**config.mk**
```make
export PLATFORM = sky130hd
export DESIGN_NAME = button_conditioner
export DESIGN_NICKNAME = d
export VERILOG_FILES = /design/src/rtl/evm_pkg.sv /design/src/rtl/sync_cell.sv /design/src/rtl/button_conditioner.sv
export SDC_FILE = /design/constraint.sdc
export NUM_CORES = 1
export LEC_CHECK = 0
export ABC_AREA = 0
export CELL_PAD_IN_SITES_DETAIL_PLACEMENT = 0
export CELL_PAD_IN_SITES_GLOBAL_PLACEMENT = 1
export CORE_AREA = 2 2 54 56
export DETAILED_ROUTE_END_ITERATION = 6
export DIE_AREA = 0 0 56 58
export PLACE_DENSITY = 0.83
export SLEW_MARGIN = 40
export SYNTH_ARGS = -nofsm -noshare
export SYNTH_HDL_FRONTEND = slang
export SYNTH_SLANG_ARGS = --single-unit
```
**constraint.sdc**
```tcl
create_clock -name clk -period 4.5 [get_ports clk]
set_input_delay 0.9 -clock clk [delete_from_list [all_inputs] [get_ports clk]]
set_output_delay 0.9 -clock clk [all_outputs]
set_load 0.01 [all_outputs]
```
**src/rtl/evm_pkg.sv**
```systemverilog
`default_nettype none
// ------------------------------------------------------------------
// evm_pkg : shared types and helpers for the voting-machine front end
// rev 1.0
// ------------------------------------------------------------------
package evm_pkg;

  localparam int NUM_BUTTONS = 4;

  typedef enum logic [1:0] {
    IDLE    = 2'd0,
    QUALIFY = 2'd1,
    RELEASE = 2'd2
  } cond_state_t;

  function automatic logic [NUM_BUTTONS-1:0] onehot4(input logic [1:0] idx);
    onehot4 = 4'b0001 << idx;
  endfunction

endpackage
`default_nettype wire

```
**src/rtl/sync_cell.sv**
```systemverilog
`default_nettype none
// ------------------------------------------------------------------
// sync_cell : SYNC_STAGES-deep flop chain, async reset to 0
// rev 1.0
// ------------------------------------------------------------------
module sync_cell #(
  parameter int SYNC_STAGES = 2
) (
  input  logic clk,
  input  logic reset,
  input  logic i_d,
  output logic o_q
);

  logic [SYNC_STAGES-1:0] r_chain;

  always_ff @(posedge clk or posedge reset) begin
    if (reset) begin
      r_chain <= '0;
    end else begin
      r_chain <= {r_chain[SYNC_STAGES-2:0], i_d};
    end
  end

  assign o_q = r_chain[SYNC_STAGES-1];

endmodule
`default_nettype wire

```
**src/rtl/button_conditioner.sv**
```systemverilog
`default_nettype none
// ------------------------------------------------------------------
// button_conditioner : sync + debounce 4 buttons, one pulse per press
// rev 1.0
// ------------------------------------------------------------------
module button_conditioner
  import evm_pkg::*;
#(
  parameter int DEBOUNCE_CYCLES = 8,
  parameter int SYNC_STAGES     = 2
) (
  input  logic                   clk,
  input  logic                   reset,
  input  logic [NUM_BUTTONS-1:0] button_in,
  input  logic                   mode_in,
  output logic [NUM_BUTTONS-1:0] vote_pulse,
  output logic                   mode_sync,
  output logic                   press_err,
  output logic                   busy
);

  localparam int CW = $clog2(DEBOUNCE_CYCLES + 1);
  // cnt includes the sample being evaluated, so the D-th sample is seen at cnt == D-1
  localparam logic [CW-1:0] c_cnt_last = CW'(DEBOUNCE_CYCLES - 1);

  logic [NUM_BUTTONS-1:0] w_bsync;
  logic                   w_mode_sync;
  logic                   w_multi;
  logic [1:0]             w_enc;

  cond_state_t            r_state, w_state_nxt;
  logic [CW-1:0]          r_cnt, w_cnt_nxt;
  logic [1:0]             r_sel, w_sel_nxt;
  logic                   r_mode_lat, w_mode_lat_nxt;
  logic [NUM_BUTTONS-1:0] r_vote_pulse, w_vote_pulse_nxt;
  logic                   r_press_err, w_press_err_nxt;
  logic                   r_busy;

  generate
    for (genvar gi = 0; gi < NUM_BUTTONS; gi++) begin : g_btn_sync
      sync_cell #(.SYNC_STAGES(SYNC_STAGES)) u_sync (
        .clk   (clk),
        .reset (reset),
        .i_d   (button_in[gi]),
        .o_q   (w_bsync[gi])
      );
    end
  endgenerate

  sync_cell #(.SYNC_STAGES(SYNC_STAGES)) u_mode_sync (
    .clk   (clk),
    .reset (reset),
    .i_d   (mode_in),
    .o_q   (w_mode_sync)
  );

  assign w_multi = (w_bsync & (w_bsync - 1'b1)) != '0;

  always_comb begin
    w_enc = 2'd0;
    for (int i = 0; i < NUM_BUTTONS; i++) begin
      if (w_bsync[i]) w_enc = 2'(i);
    end
  end

  always_comb begin
    w_state_nxt      = r_state;
    w_cnt_nxt        = r_cnt;
    w_sel_nxt        = r_sel;
    w_mode_lat_nxt   = r_mode_lat;
    w_vote_pulse_nxt = '0;
    w_press_err_nxt  = 1'b0;
    case (r_state)
      IDLE: begin
        if (w_bsync != '0) begin
          if (w_multi) begin
            w_press_err_nxt = 1'b1;
            w_cnt_nxt       = '0;
            w_state_nxt     = RELEASE;
          end else begin
            w_sel_nxt      = w_enc;
            w_mode_lat_nxt = w_mode_sync;
            w_cnt_nxt      = CW'(1);
            w_state_nxt    = QUALIFY;
          end
        end
      end
      QUALIFY: begin
        if (w_bsync == '0) begin
          w_cnt_nxt   = '0;
          w_state_nxt = IDLE;
        end else if ((w_bsync != onehot4(r_sel)) || (w_mode_sync != r_mode_lat)) begin
          w_press_err_nxt = 1'b1;
          w_cnt_nxt       = '0;
          w_state_nxt     = RELEASE;
        end else if (r_cnt >= c_cnt_last) begin
          w_vote_pulse_nxt = onehot4(r_sel);
          w_cnt_nxt        = '0;
          w_state_nxt      = RELEASE;
        end else begin
          w_cnt_nxt = r_cnt + 1'b1;
        end
      end
      RELEASE: begin
        if (w_bsync != '0) begin
          w_cnt_nxt = '0;
        end else if (r_cnt >= c_cnt_last) begin
          w_cnt_nxt   = '0;
          w_state_nxt = IDLE;
        end else begin
          w_cnt_nxt = r_cnt + 1'b1;
        end
      end
      default: begin
        w_cnt_nxt   = '0;
        w_state_nxt = IDLE;
      end
    endcase
  end

  always_ff @(posedge clk or posedge reset) begin
    if (reset) begin
      r_state      <= IDLE;
      r_cnt        <= '0;
      r_sel        <= 2'd0;
      r_mode_lat   <= 1'b0;
      r_vote_pulse <= '0;
      r_press_err  <= 1'b0;
      r_busy       <= 1'b0;
    end else begin
      r_state      <= w_state_nxt;
      r_cnt        <= w_cnt_nxt;
      r_sel        <= w_sel_nxt;
      r_mode_lat   <= w_mode_lat_nxt;
      r_vote_pulse <= w_vote_pulse_nxt;
      r_press_err  <= w_press_err_nxt;
      r_busy       <= (w_state_nxt != IDLE);
    end
  end

  assign vote_pulse = r_vote_pulse;
  assign press_err  = r_press_err;
  assign busy       = r_busy;
  assign mode_sync  = w_mode_sync;

endmodule
`default_nettype wire

```
Word-level counts from Yosys, hierarchy flattened
Cells that the tools add are included. W data, S select, Z words.

Register bits after elaboration: 25. Bits of input ports: 7. Output and inout port bits: 7. Logic and storage cells: 57.

Add/subtract/negate cells: 2. $lt $le $gt $ge: 1. Equality and inequality tests: 5. Shift operators: 1. Multiplexer cells: 27. Bitwise logic cells: 2. Reduce and logical (&&, ||, !) cells: 7.

Operators with widths (number): $mux W4 (9); $mux W2 (9); $pmux W4 S3 (1); $reduce_bool A4 Y1 (2); $mux W1 (6); $pmux W2 S3 (1); $add A4 B1 Y4 const B (1); $and A4 B4 Y4 (1); $ge A4 B3 Y1 const B (1); $logic_not A4 Y1 (1); $ne A4 B4 Y1 (1); $shl A1 B2 Y4 const A (1); $sub A4 B1 Y4 const B (1); $reduce_and A3 Y1 (1); $eq A2 B1 Y1 const B (1); $eq A2 B2 Y1 const B (1); $logic_not A2 Y1 (1); $ne A2 B2 Y1 const B (1); $pmux W1 S2 (1); $reduce_bool A2 Y1 (1); $logic_or A1 B1 Y1 (1); $ne A1 B1 Y1 (1); $not A1 Y1 (1).

Logic depth before layout (Yosys ltp)
Gate-level depths: netlist of run 1.

Depth after elaboration: 7. Gate-level depth with buffers: 6. Gate-level depth less buffers: 6.

Modules after synthesis
Synthesis of run 1 repeated with hierarchy kept, for this count alone.

Cell total of the unflattened synthesis: 113. Area, all modules: 1162.4 um^2.

Modules (own cells, without submodules): button_conditioner (instances 1, cells each 98, area each 893.4 um^2, sequential area each 375.4 um^2); sync_cell (instances 5, cells each 3, area each 53.8 um^2, sequential area each 50.0 um^2).

Least setup slack after synthesis of run 1
OpenSTA, ideal clock, no wires.

Path type: reg2reg. From: reg g_btn_sync[2].u_sync.r_chain[1]. To: reg r_mode_lat. Setup time: 0.125 ns. Arrival time: 1.490 ns. Data required time: 4.375 ns. Slack: 2.885 ns. Stages on the path, launching flop included: 7. Path buffers: 1. Clock period less this slack: 1.615 ns. Path through: dfrtp_1 > buf_2 > xor2_1 > o21ai_0 > nor2_1 > o21ai_1 > mux2_2.

Word-level cells in the longest chain between the ends: 5. Elaborated cells on any way between the ends: 6. Classes of those cells: add/sub: 1; bitwise: 2; reduce/logical: 3.

RTL lines: start, declared (RTL line sync_cell.sv:15) `logic [SYNC_STAGES-1:0] r_chain;`; start signal, assigned (RTL line sync_cell.sv:21) `r_chain <= {r_chain[SYNC_STAGES-2:0], i_d};`; $sub A4 B1 Y4 (RTL line button_conditioner.sv:57) `assign w_multi = (w_bsync & (w_bsync - 1'b1)) != '0;`; $and A4 B4 Y4 (RTL line button_conditioner.sv:57); $reduce_bool A4 Y1 (RTL line button_conditioner.sv:57); $not A1 Y1 (no line); $reduce_and A3 Y1 (no line) *; end signal, assigned (RTL line button_conditioner.sv:134) `r_mode_lat <= w_mode_lat_nxt;`; end, declared (RTL line button_conditioner.sv:34) `logic r_mode_lat, w_mode_lat_nxt;`.

Mark *: on every way between the ends. The rest lies on a longest branch, timed or not. A chain may end at the register's enable or synchronous reset.

Worst setup path in the final report of run 1
From: reg u_mode_sync.r_chain[1]. To: out mode_sync.

RTL lines: start, declared (RTL line sync_cell.sv:15); start signal, assigned (RTL line sync_cell.sv:21); end, declared (RTL line button_conditioner.sv:17) `output logic mode_sync,`.

No word-level cell between the ends.

==> results.md, run 1 <==
Clocking:
- The insertion delay of the later-clocked pin in the worst-skew pair is 0.32 ns.
- In this run the number of H-tree levels came out at 1.
- The clock sink count is 25.
- The number of buffers on the longest clock path is 2.
- The TritonCTS clock tree is built.
- Counting the buffers created by CTS gives 3.
- The number of buffers inserted for hold repair after clock tree synthesis is 0.
- The tree is rooted in a clkbuf_4.
- Once the clock tree was built, the setup fixing pass inserted 0 buffers.
- The clock-pin slew reported for the worst setup and hold paths after clock tree synthesis is ~0.14 ns.
- The number of gates given a new drive strength after cts is 0.

Timing:
- Setup violations remaining at the end of the flow were counted as 0.
- The total negative slack is 0 ns.
- The number of hold violations in the final report is 0.
- The transition time at the pin with the least slew margin is slightly below 0.6 ns.
- The worst pin sits at a relative slew slack of about three fifths.
- Setup repair after global routing left no endpoint under its margin.
- Subtracting the final worst setup slack from the clock period gives approximately 2.2 ns.
- The minimum hold slack is approximately 0.36 ns.
- The final count of pins violating max slew was 0.
- Dividing the final minimum period by the clock period gives slightly below 50%.
- The highest clock rate is between 0.4 and 0.5 GHz.
- The clock tree skew after final layout is 0.01258 ns.

Job:
- Max-cap violations in this run came to 0.

Floorplan:
- In this run the count of I/O pins placed on the die edge is 14.
- The floorplan core area is 2663 um2.
- The floorplan has 19 rows.
- In this run the horizontal extent of the chip is ~56 um.
- The starting utilization of the core area is a little over two fifths.
- The area of the die is around 3200 um2.
- The overall die height is 58 um.

Global routing:
- The global-route wire length before repair is 3477 um.
- The number of antenna violations at the first check in global routing came to 0.
- In the global route stage, overall resource usage came out at ~14%.
- The total overflow left after global routing is 0.
- The via count of the first global-routing pass is between 800 and 900.
- Entering global routing, the biggest net connects 26 pins.

Routing:
- The average wire per cell in the routed design is between 10 and 15 um.
- The remaining design rule violation count is 0.
- Detailed routing inserted a total of about 840 vias.
- The via density per instance is 5.497.
- The first-iteration detailed-routing DRC count is 28.
- The number of search-and-repair iterations in the first detailed-routing pass is 4.
- In this run the remaining antenna-violating nets after routing total 0.
- The wire length reported by the detailed router is around 2100 um.

Yosys:
- The cell taking the most area after synthesis is dfrtp_1.
- The mean instance size in the synthesized netlist is ~10 um2.
- In this run, synthesis produced a sequential element count of 25.
- The synthesized design devotes to its leading area cell type a little over half of total area.
- After synthesis, the share of flip-flops with an asynchronous set or reset is 100.0%.
- After synthesis, flip-flops and latches occupy 54.64% of the total area.
- The most used standard cell by instance count after synthesis is dfrtp_1.
- In the synthesized netlist, the cells that appear most often are dfrtp_1, nor2_1, a21oi_1.
- By area the synthesized netlist is led by dfrtp_1, nor2_1, a21oi_1.
- The synthesized netlist net count is roughly 120.
- The mapped netlist covers about 1100 um2.
- The count of mapped cells out of synthesis is 110.
- The Yosys step of the flow raised 0 warnings.
- The dominant register cell in the synthesized netlist is dfrtp_1.
- Counting flops with a built-in enable in the synthesized netlist gives 0.
- The number of different library cells used by synthesis comes to 37.

Power:
- In this run the power density over the cells is 391.8 nW/um2.
- The total power consumption of the routed design is between 500 and 600 uW.
- VDD sags by at most 0.2937 mV.
- The analysis attributes to cell leakage a power of roughly 0.00056 uW.

Finish:
- The cell area after layout is approximately 1300 um2.
- The area overhead of the layout relative to synthesis is 15.08%.
- The number of antenna diodes in the final layout is 0.
- The share of the core filled with cells in the final layout is between 40 and 50%.
- The net count of the finished layout is ~130.
- The layout filler cell count is 269.
- Of the cells placed in the final design, the portion with a size suffix greater than 1 is 9.836%.

Setup path:
- The signal on the critical path passes through clkdlybuf4s50_1.
- The worst register-to-register path begins at g_btn_sync[2].u_sync.r_chain[1]$_DFF_PP0_.
- The number of buffers and inverters on the critical path is 1.
- The largest individual stage delay along the critical path comes from the cell clkdlybuf4s50_1.
- In this run the worst path has a maximum fanout of 3.
- The start point of the critical path is u_mode_sync.r_chain[1]$_DFF_PP0_.
- The kind of capture point of the worst setup path is an output port.
- The delay contributed by the slowest stage of the critical path is about 0.55 ns.
- The top cell family by delay on the critical path is buffers and inverters.
- The arrival time of the worst setup path is ~1.3 ns.
- The category of the critical setup timing path is reg2out.
- The launching element type of the critical path is a flip-flop.
- The data required time of the critical path is between 3 and 4 ns.

Placement:
- After detailed placement, the total cell area comes to approximately 1300 um2.
- In this run the tool buffered the top-level ports with 13 buffer cells.
- The half-perimeter wire length after placement is approximately 1600 um.
- Routability-driven placement finished with a final weighted congestion of between 0.7 and 0.8.

Worst hold path:
- The path class of the tightest hold or removal check is reg2reg.
- The startpoint identified for the worst hold timing path is g_btn_sync[3].u_sync.r_chain[0]$_DFF_PP0_.

Run status:
- The run finished with clean final reports.
[cell type report]
type / count / area (um2) / share of cell area [%]
Inverter: 5 / 18.77 / 1.425
Clock inverter: 1 / 5.005 / 0.3799
Multi-Input combinational cell: 75 / 476.7 / 36.18
Timing Repair Buffer: 13 / 130.1 / 9.877
Sequential cell: 25 / 625.6 / 47.48
Tap cell: 31 / 38.79 / 2.944
Clock buffer: 3 / 22.52 / 1.709
[layer usage]
layer	GRT usage, %	up-vias	part of all wire, %	routed length (um)
met1	16.79	399	42	875
met4	7.143	0	1.8	38
li1	-	417	-	-
met5	0	-	0	0
met3	2.679	5	4.0	83
met2	25.04	20	52	1077
[through the flow]
step                std cells  worst slack, ns
floorplan                 110            2.885
global placement          149            2.492
detailed placement        149            2.661
CTS                       153            2.306
global route              153            2.255
finish                    153            2.318
[cells by family (layout without fill, tap and decap cells)]
| logic type | after synthesis | count (layout) | synth area share (%) |
|---|---|---|---|
| xor+xnor | 3 | 3 | 2.296 |
| fa+ha+maj | 1 | 1 | 1.093 |
| flops | 25 | 25 | 54.64 |
| compound gates | 28 | 28 | 16.39 |
| simple gates | 39 | 39 | 18.25 |
| mux | 4 | 4 | 3.607 |
| buf+inv | 10 | 22 | 3.716 |
[registers in the layout, summed over array words and instances, names as in the netlist]
signal	count
press_err	1
r_sel	2
busy	1
r_cnt	4
r_mode_lat	1
u_mode_sync.r_chain	2
r_state	2
vote_pulse	4
g_btn_sync.u_sync.r_chain	8
[worst paths after layout]
kind	endpoint	slack (ns)	depth (start not counted)
hold reg to reg	g_btn_sync[3].u_sync.r_chain[1]$_DFF_PP0_	0.36	0
setup reg to reg	r_cnt[0]$_DFFE_PP0P_	2.62	5
hold / removal	g_btn_sync[3].u_sync.r_chain[1]$_DFF_PP0_	0.36	0
min in group asynchronous	busy$_DFF_PP0_	0.90	2
setup / recovery	mode_sync	2.32	1
max in group asynchronous	vote_pulse[3]$_DFF_PP0_	3.25	2
[where the power goes]
part           switching (uW)  total [uW]  leakage [uW]  internal, uW
combinational            64.3         128      0.000231          63.9
sequential               34.7         289      0.000313           254
clock                    65.6        98.9     0.0000177          33.3
[layout by cell type, fill, tap and decap left out, types with 2 or more instances in the layout]
master	netlist	final
a21oi_1	9	9
clkbuf_4	0	3
clkdlybuf4s50_1	0	13
dfrtp_1	25	25
inv_1	5	4
mux2i_1	3	3
nand2_1	3	3
nand2b_1	4	4
nand3_1	4	4
nand3b_1	2	2
nor2_1	13	13
nor3_1	2	2
nor4_1	4	4
o21ai_0	4	4
o2bb2ai_1	2	2
o31ai_1	2	2
or2_2	2	2
xnor2_1	2	2
No activity file was read; power rests on OpenSTA's default activity.
==> run 2, diff against run 1 <==
--- a/config.mk
+++ b/config.mk
@@ -8,10 +8,10 @@
 export ABC_AREA = 0
 export CELL_PAD_IN_SITES_DETAIL_PLACEMENT = 0
 export CELL_PAD_IN_SITES_GLOBAL_PLACEMENT = 1
-export CORE_AREA = 2 2 54 56
+export CORE_AREA = 2 2 56 58
 export DETAILED_ROUTE_END_ITERATION = 6
-export DIE_AREA = 0 0 56 58
-export PLACE_DENSITY = 0.83
+export DIE_AREA = 0 0 58 60
+export PLACE_DENSITY = 0.78
 export SLEW_MARGIN = 40
 export SYNTH_ARGS = -nofsm -noshare
 export SYNTH_HDL_FRONTEND = slang
==> constraint.sdc (replaced) <==
create_clock -name clk -period 2.01 [get_ports clk]
set_input_delay 0.402 -clock clk [delete_from_list [all_inputs] [get_ports clk]]
set_output_delay 0.402 -clock clk [all_outputs]
set_load 0.01 [all_outputs]
==> run 2 against run 1 <==
  * Die area up 7.1%
  * Clock skew fell by 0.0093 ns
  * Power increased by 130%
  * Count of clock-buffer cells in the layout increased by 1
  * Critical path type is now reg2reg
  * Critical endpoint is now vote_pulse[1]$_DFF_PP0_
  * Highest routed layer unchanged
==> results.md, run 2 (same netlist as run 1, synthesis figures left out) <==
Power:
- Registers are responsible for between 50% and 60% of the overall power.
- The share of total power consumed by net switching is 31.46%.
- The share of total power dissipated in the clock network is 19.4%.
- The cell leakage power is between 0.0005 and 0.0006 uW.
- Combinational logic is responsible for around a quarter of the overall power.
- The worst-case IR drop observed on VDD is ~0.44 mV.
- The net switching power of the design is around 370 uW.
- The internal cell power is roughly 800 uW.
- For this design the ratio of total power to cell area is roughly 860 nW/um2.

Run status:
- The flow ran to the end, and the final reports show no timing, DRC or antenna violations.

Floorplan:
- Measured along the x axis, the die boundary spans about 58 um.
- The overall die height is around 60 um.
- The I/O pin total is 14.
- The area of the die is around 3500 um2.
- The floorplan core area is a little under 3000 um2.
- After floorplanning, the core was divided into 20 placement rows.
- The starting utilization of the core area is just under 40%.

Clocking:
- The number of H-tree levels is 1.
- After clock tree synthesis, the clock-pin slew on the worst setup and hold paths is ~0.13 ns.
- In this run the deepest clock path goes through 2 buffers.
- The root buffer cell is clkbuf_4.
- Gates resized during post-CTS repair numbered 0.
- TritonCTS built the clock tree.
- Buffers inserted to repair hold after CTS numbered 0.
- The number of CTS-inserted buffers is 3.
- After clock tree synthesis, the setup repair step added 0 buffers.
- Clock latency on the worst-skew pair, taken at its later pin, is roughly 0.32 ns.
- Counting every sink on the clock net gives 25.

Timing:
- For the final routed database, the setup TNS stands at 0 ns.
- The highest clock rate is 0.5432 GHz.
- Setup violations remaining at the end of the flow were counted as 0.
- Setup repair after global routing left no endpoint under its margin.
- Clock skew on the completed layout was measured at about 0.0033 ns.
- In the finished design, the share of the clock period the worst path needs comes to about nine tenths.
- The final count of pins violating max slew is 0.
- The number of hold violations in the final report was 0.
- The setup slack after layout is around 0.17 ns.
- The headroom to the max-slew limit is about 76%.
- At the pin with the least slew margin, the transition time is around 0.36 ns.
- The post-route minimum period is between 1.5 and 2 ns.

Routing:
- In the routed design, unresolved DRC markers number 0.
- The count of antenna-violating nets left after detailed routing is 0.
- The number of search-and-repair iterations in the first detailed-routing pass is 5.
- Wires add up to about 2200 um.
- Using the TritonRoute via totals, the vias-per-cell ratio works out to 5.569.
- The first-iteration detailed-routing DRC count is 38.
- Summing over every cut layer, the via total after detailed routing is approximately 900.
- The average wire per cell in the routed design is ~14 um.

Setup path:
- The launching element type of the critical path is a flip-flop.
- The worst setup path is captured at a flip-flop.
- In this run the worst path has a maximum fanout of 12.
- The endpoint identified for the worst register-to-register timing path is vote_pulse[1]$_DFF_PP0_.
- At the worst endpoint, the required time is 2.23 ns.
- The startpoint identified for the worst register-to-register timing path is g_btn_sync[3].u_sync.r_chain[1]$_DFF_PP0_.
- At the worst endpoint, the arrival time is 2.06 ns.
- The category of the critical setup timing path is reg2reg.
- For flop-to-flop paths, the worst setup slack is between 0.15 and 0.2 ns.
- The number of cells on the worst reg-to-reg path is 5.

Global routing:
- The residual overflow from global routing is 0.
- The largest net degree at the start of global routing is 26.
- The first global-routing pass estimated roughly 3800 um of wire.
- The global routing usage summed across all routing layers is about 15%.
- The number of antenna violations at the first check in global routing came to 0.
- The via count of the first global-routing pass is around 850.

Worst hold path:
- The tightest min-delay check is of the reg2reg type.
- The count of cells along the worst hold path is 0.
- The sink of the worst hold path is g_btn_sync[3].u_sync.r_chain[1]$_DFF_PP0_.
- The startpoint of the tightest hold check path is g_btn_sync[3].u_sync.r_chain[0]$_DFF_PP0_.

Finish:
- The filler cells instantiated in the layout total around 270.
- In the layout the commonest cells are dfrtp_1, nor2_1, clkdlybuf4s50_1.
- The antenna cell count is 0.
- Measured on the finished design, the core utilization comes to between 40% and 50%.
- The post-route non-filler standard cell count is 160.
- The most frequent standard cell in the layout excluding fill and tap cells is dfrtp_1.
- The register with the highest flop count is g_btn_sync.u_sync.r_chain.
- The layout cell share with drive strength beyond 1 is between 10% and 20%.
- The register with the most flip-flops in the layout has 8 of them.
- The final layout contains 136 nets.
- The area overhead of the layout relative to synthesis is 18.58%.
- The cell area after layout is ~1400 um2.

Placement:
- The half-perimeter wire length after placement is around 1600 um.
- Timing analysis after detailed placement gives a worst setup slack of 0.1683 ns.
- The number of instances in the placed design is approximately 160.
- In this run the cell area measured after placement is 1330 um2.
- The count of buffers from port buffering is 13.
- Routability-driven placement finished with a final weighted congestion of approximately 0.82.

Job:
- The tool flagged a number of max-cap violations equal to 0.
[run 2: how the worst max path moves through the flow]
stage | from | cells past startpoint | endpoint
2_1_floorplan | g_btn_sync[2].u_sync.r_chain[1]$_DFF_PP0_ | 6 | r_mode_lat$_DFFE_PP0P_
3_3_place_gp | g_btn_sync[2].u_sync.r_chain[1]$_DFF_PP0_ | 5 | vote_pulse[0]$_DFF_PP0_
3_5_place_dp | g_btn_sync[2].u_sync.r_chain[1]$_DFF_PP0_ | 5 | vote_pulse[1]$_DFF_PP0_
4_1_cts | g_btn_sync[2].u_sync.r_chain[1]$_DFF_PP0_ | 5 | vote_pulse[1]$_DFF_PP0_
5_1_grt | g_btn_sync[3].u_sync.r_chain[1]$_DFF_PP0_ | 5 | vote_pulse[1]$_DFF_PP0_
6_report | g_btn_sync[3].u_sync.r_chain[1]$_DFF_PP0_ | 5 | vote_pulse[1]$_DFF_PP0_
[run 2: stage by stage]
step | total power [uW] | hold WS, ns
after floorplan | 839.8 | 0.3312
after global placement | 948.5 | 0.3324
after detailed placement | 951.7 | 0.3364
after CTS | 1178 | 0.3681
after global routing | 1249 | 0.3873
final | 1166 | 0.3648
[run 2: routing by layer]
metal / wire, um / part of all wire, % / track usage [%] / vias up
met5: 0 / 0 / 0 / -
met4: 29 / 1.3 / 6.977 / 0
met3: 109 / 4.9 / 2.597 / 4
met2: 1129 / 51 / 25.16 / 31
li1: - / - / - / 424
met1: 950 / 43 / 17.74 / 432
[run 2: critical path, stage by stage, from the launching register on]
cell and delay (ns):
dfrtp_1 0.52, or3b_1 0.42, a21oi_2 0.16, o211ai_2 0.15
or2_4 0.29, nor4_1 0.21
[run 2: power groups by stage]
stage          logic [uW]  clock network (uW)  registers [uW]
2_1_floorplan         208                   0             632
3_3_place_gp          300                   0             648
3_5_place_dp          300                   0             652
4_1_cts               301                 235             642
5_1_grt               332                 261             656
6_report              298                 226             642
[run 2: final cells by class]
cell class | count | area [um2] | area share, %
tap | 33 | 41.29 | 3.041
timing repair buffer | 18 | 167.7 | 12.35
sequential | 25 | 626.9 | 46.18
clock buffer | 4 | 26.28 | 1.935
inverter | 5 | 18.77 | 1.382
multi-input combinational | 75 | 476.7 | 35.12
==> run 3, diff against run 2 <==
--- a/config.mk
+++ b/config.mk
@@ -8,9 +8,10 @@
 export ABC_AREA = 0
 export CELL_PAD_IN_SITES_DETAIL_PLACEMENT = 0
 export CELL_PAD_IN_SITES_GLOBAL_PLACEMENT = 1
-export CORE_AREA = 2 2 56 58
+export CORE_AREA = 2 2 64 51
 export DETAILED_ROUTE_END_ITERATION = 6
-export DIE_AREA = 0 0 58 60
+export DIE_AREA = 0 0 66 53
+export HOLD_SLACK_MARGIN = 0.03
 export PLACE_DENSITY = 0.78
 export SLEW_MARGIN = 40
 export SYNTH_ARGS = -nofsm -noshare
==> run 3 against run 2 <==
  * Via count is 4.5% lower
  * Combinational power grew 2%
  * First-iteration DRC count down 7.9%
  * Count of clock-buffer cells in the layout decreased by 1
  * Register-to-register slack is essentially flat
  * Largest power group unchanged
  * Global-route usage is 0.40 points higher
  * Sequential share of layout area fell by 1.0 points
  * Non-clock buffer count did not move
  * Critical path depth unchanged
==> results.md, run 3 (same netlist as run 1, synthesis figures left out) <==
Global routing:
- The number of antenna violations at the first check in global routing was 0.
- Entering global routing, the biggest net connects 26 pins.
- The via count of the first global-routing pass is between 800 and 900.
- For this run the aggregate overflow at the end of global routing stands at 0.
- The global routing usage summed across all routing layers is between 10% and 20%.
- The global-route wire length before repair is between 3000 and 4000 um.

Timing:
- The number of hold violations in the final report is 0.
- Setup violations remaining at the end of the flow were counted as 0.
- The minimum hold slack is between 0.3 and 0.4 ns.
- Adding up every negative setup slack in the final design gives 0 ns.
- The final worst-path cycle share is approximately 90%.
- The final count of pins violating max slew came to 0.
- Clock skew on the completed layout was measured at about 0.0051 ns.
- Timing would allow up to roughly 0.54 GHz.
- Headroom to the max-slew limit came out at roughly 75%.
- For the pin with the worst max-slew slack, the measured transition is ~0.38 ns.
- Setup repair after global routing left no endpoint under its margin.
- The post-route minimum period is 1.851 ns.

Floorplan:
- The floorplan core area is between 2000 and 3000 um2.
- The die covers 3498 um2.
- Measured along the x axis, the die boundary spans 66 um.
- The I/O pin total is 14.
- The initial utilization of the core area, before any placement, comes to between 40 and 50%.
- The floorplan row count is 17.
- The overall die height is ~53 um.

Run status:
- The flow ran to the end, and the final reports show no timing, DRC or antenna violations.

Routing:
- Detailed routing inserted a total of 851 vias.
- The wire length reported by the detailed router is 2169 um.
- The average wire per cell in the routed design is ~13 um.
- In the detailed route, the total length drawn on met3 is 108 um.
- The first-iteration detailed-routing DRC count is 35.
- After detailed routing, the number of vias per cell comes to just over 5.
- The detailed router put a total of between 1000 and 1500 um of wire on met1.
- The pre-antenna-repair detailed-routing pass consisted of 4 iterations.
- The remaining design rule violation count is 0.
- After detailed routing, the met2 layer carries 995 um of wire.
- The count of antenna-violating nets left after detailed routing is 0.
- After detailed routing, no signal wire sits above met4.

Worst hold path:
- The startpoint identified for the worst hold timing path is u_mode_sync.r_chain[0]$_DFF_PP0_.
- The worst hold path was traced through 0 stages.
- The min-delay analysis places its worst path in the category reg2reg.

Setup path:
- STA classifies the critical path startpoint as a flip-flop.
- The critical path's slowest cell is dfrtp_1.
- The category of the critical setup timing path is reg2reg.
- The worst setup path is captured at a flip-flop.
- Data on the critical path is required at its endpoint by 2.18 ns.
- The signal on the critical path passes through or3b_1 -> a21oi_2 -> o211ai_2 -> or2_4 -> nor4_1.
- In this run the critical register-to-register path is launched from g_btn_sync[2].u_sync.r_chain[1]$_DFF_PP0_.
- The worst reg-to-reg path cell count is 5.
- The worst-path maximum fanout is 12.
- The setup check on the worst reg-to-reg path leaves a slack of around 0.16 ns.
- The delay contributed by the slowest stage of the critical path is 0.55 ns.
- In this run the critical register-to-register path is captured at vote_pulse[1]$_DFF_PP0_.
- The most critical setup path has its startpoint at g_btn_sync[2].u_sync.r_chain[1]$_DFF_PP0_.
- The capturing element of the worst setup path is vote_pulse[1]$_DFF_PP0_.
- For the worst setup path, the data arrival time is between 2 and 2.5 ns.

Finish:
- The share of the core filled with cells in the final layout is about half.
- 0 antenna diodes ended up in the layout.
- In the layout the commonest cells are dfrtp_1, nor2_1, clkdlybuf4s50_1.
- The finished layout holds between 150 and 200 standard cells, fillers aside.
- The register with the most flip-flops in the layout has 8 of them.
- The area overhead of the layout relative to synthesis is 21.09%.
- In the final layout, the share of cells above drive strength 1 is around an eighth.
- The layout filler cell count is 282.
- g_btn_sync.u_sync.r_chain holds more flip-flops than any other register.
- The most frequent standard cell in the layout excluding fill and tap cells is dfrtp_1.
- The final net count is about 140.

Placement:
- Detailed placement finished with a half-perimeter wire length of roughly 1600 um.
- The congestion estimate from routability-driven global placement came to approximately 0.94.
- Port buffering added 13 buffers.
- The number of instances in the placed design is around 160.

Power:
- The worst ir drop on vdd is approximately 0.41 mV.
- The power per cell area is 905.0 nW/um2.
- Overall power consumption after layout is estimated at 1255 uW.
- In this run the static leakage power is just under 0.0006 uW.

Clocking:
- In this run the deepest clock path goes through 2 buffers.
- After clock tree synthesis, the clock-pin slew on the worst setup and hold paths is approximately 0.09 ns.
- The number of clock buffers added by TritonCTS is 3.
- The number of H-tree levels is 1.
- TritonCTS built the clock tree.
- The insertion delay of the later-clocked pin in the worst-skew pair is 0.27 ns.
- The clock sink count is 25.
- Clock tree synthesis selected as its root buffer the cell clkbuf_8.
- The number of buffers inserted for hold repair after clock tree synthesis is 0.
- The number of buffers inserted to repair setup after CTS is 0.
- Once the clock tree was built, the resizer swapped 0 gates to a different size.

Job:
- The number of max-capacitance violations reported is 0.
[run 3: cell types whose count changed in the layout (fill, tap and decap cells not counted)]
cell and delta:
clkbuf_1 -1, clkbuf_4 -3, dfrtp_2 -1, inv_6 +1
clkbuf_8 +3, dfrtp_1 +1
[run 3: through the flow]
step                setup WS, ns  cell area [um2]
floorplan                 0.3953             1145
global placement          0.2026             1336
detailed placement        0.1859             1336
CTS                       0.1527             1386
global route             0.01670             1386
finish                    0.1589             1386
[run 3: layer usage]
layer	vias to the layer above	GRT usage (%)
met5	-	0
met4	0	2.381
met3	2	5.745
met2	19	23.74
met1	408	20.03
li1	422	-
[run 3: cell type report]
type | count | area [um2] | area share [%]
flip-flops and latches | 25 | 625.6 | 45.13
multi-input cells | 75 | 476.7 | 34.39
repair buffers | 18 | 167.7 | 12.09
well taps | 38 | 47.55 | 3.430
clock buffers | 3 | 41.29 | 2.978
inverters | 5 | 18.77 | 1.354
clock inverters | 1 | 8.758 | 0.6318
[run 3: worst min path at each step]
stage / slack [ns] / to
6_report: 0.35 / u_mode_sync.r_chain[1]$_DFF_PP0_
5_1_grt: 0.36 / g_btn_sync[1].u_sync.r_chain[1]$_DFF_PP0_
4_1_cts: 0.36 / u_mode_sync.r_chain[1]$_DFF_PP0_
3_5_place_dp: 0.33 / u_mode_sync.r_chain[1]$_DFF_PP0_
3_3_place_gp: 0.33 / g_btn_sync[2].u_sync.r_chain[1]$_DFF_PP0_
2_1_floorplan: 0.33 / g_btn_sync[0].u_sync.r_chain[1]$_DFF_PP0_
[run 3: worst max-delay path: cells and delay by family, from the launching register on]
family          cells  cell delay, ns
compound gates      2            0.34
flops               1            0.55
simple gates        3            0.86
[run 3: where the power goes]
group / switching, uW / internal [uW] / leakage [uW]
combinational: 153 / 149 / 0.000257
clock: 163 / 145 / 0.0000261
sequential: 74.3 / 569 / 0.000313
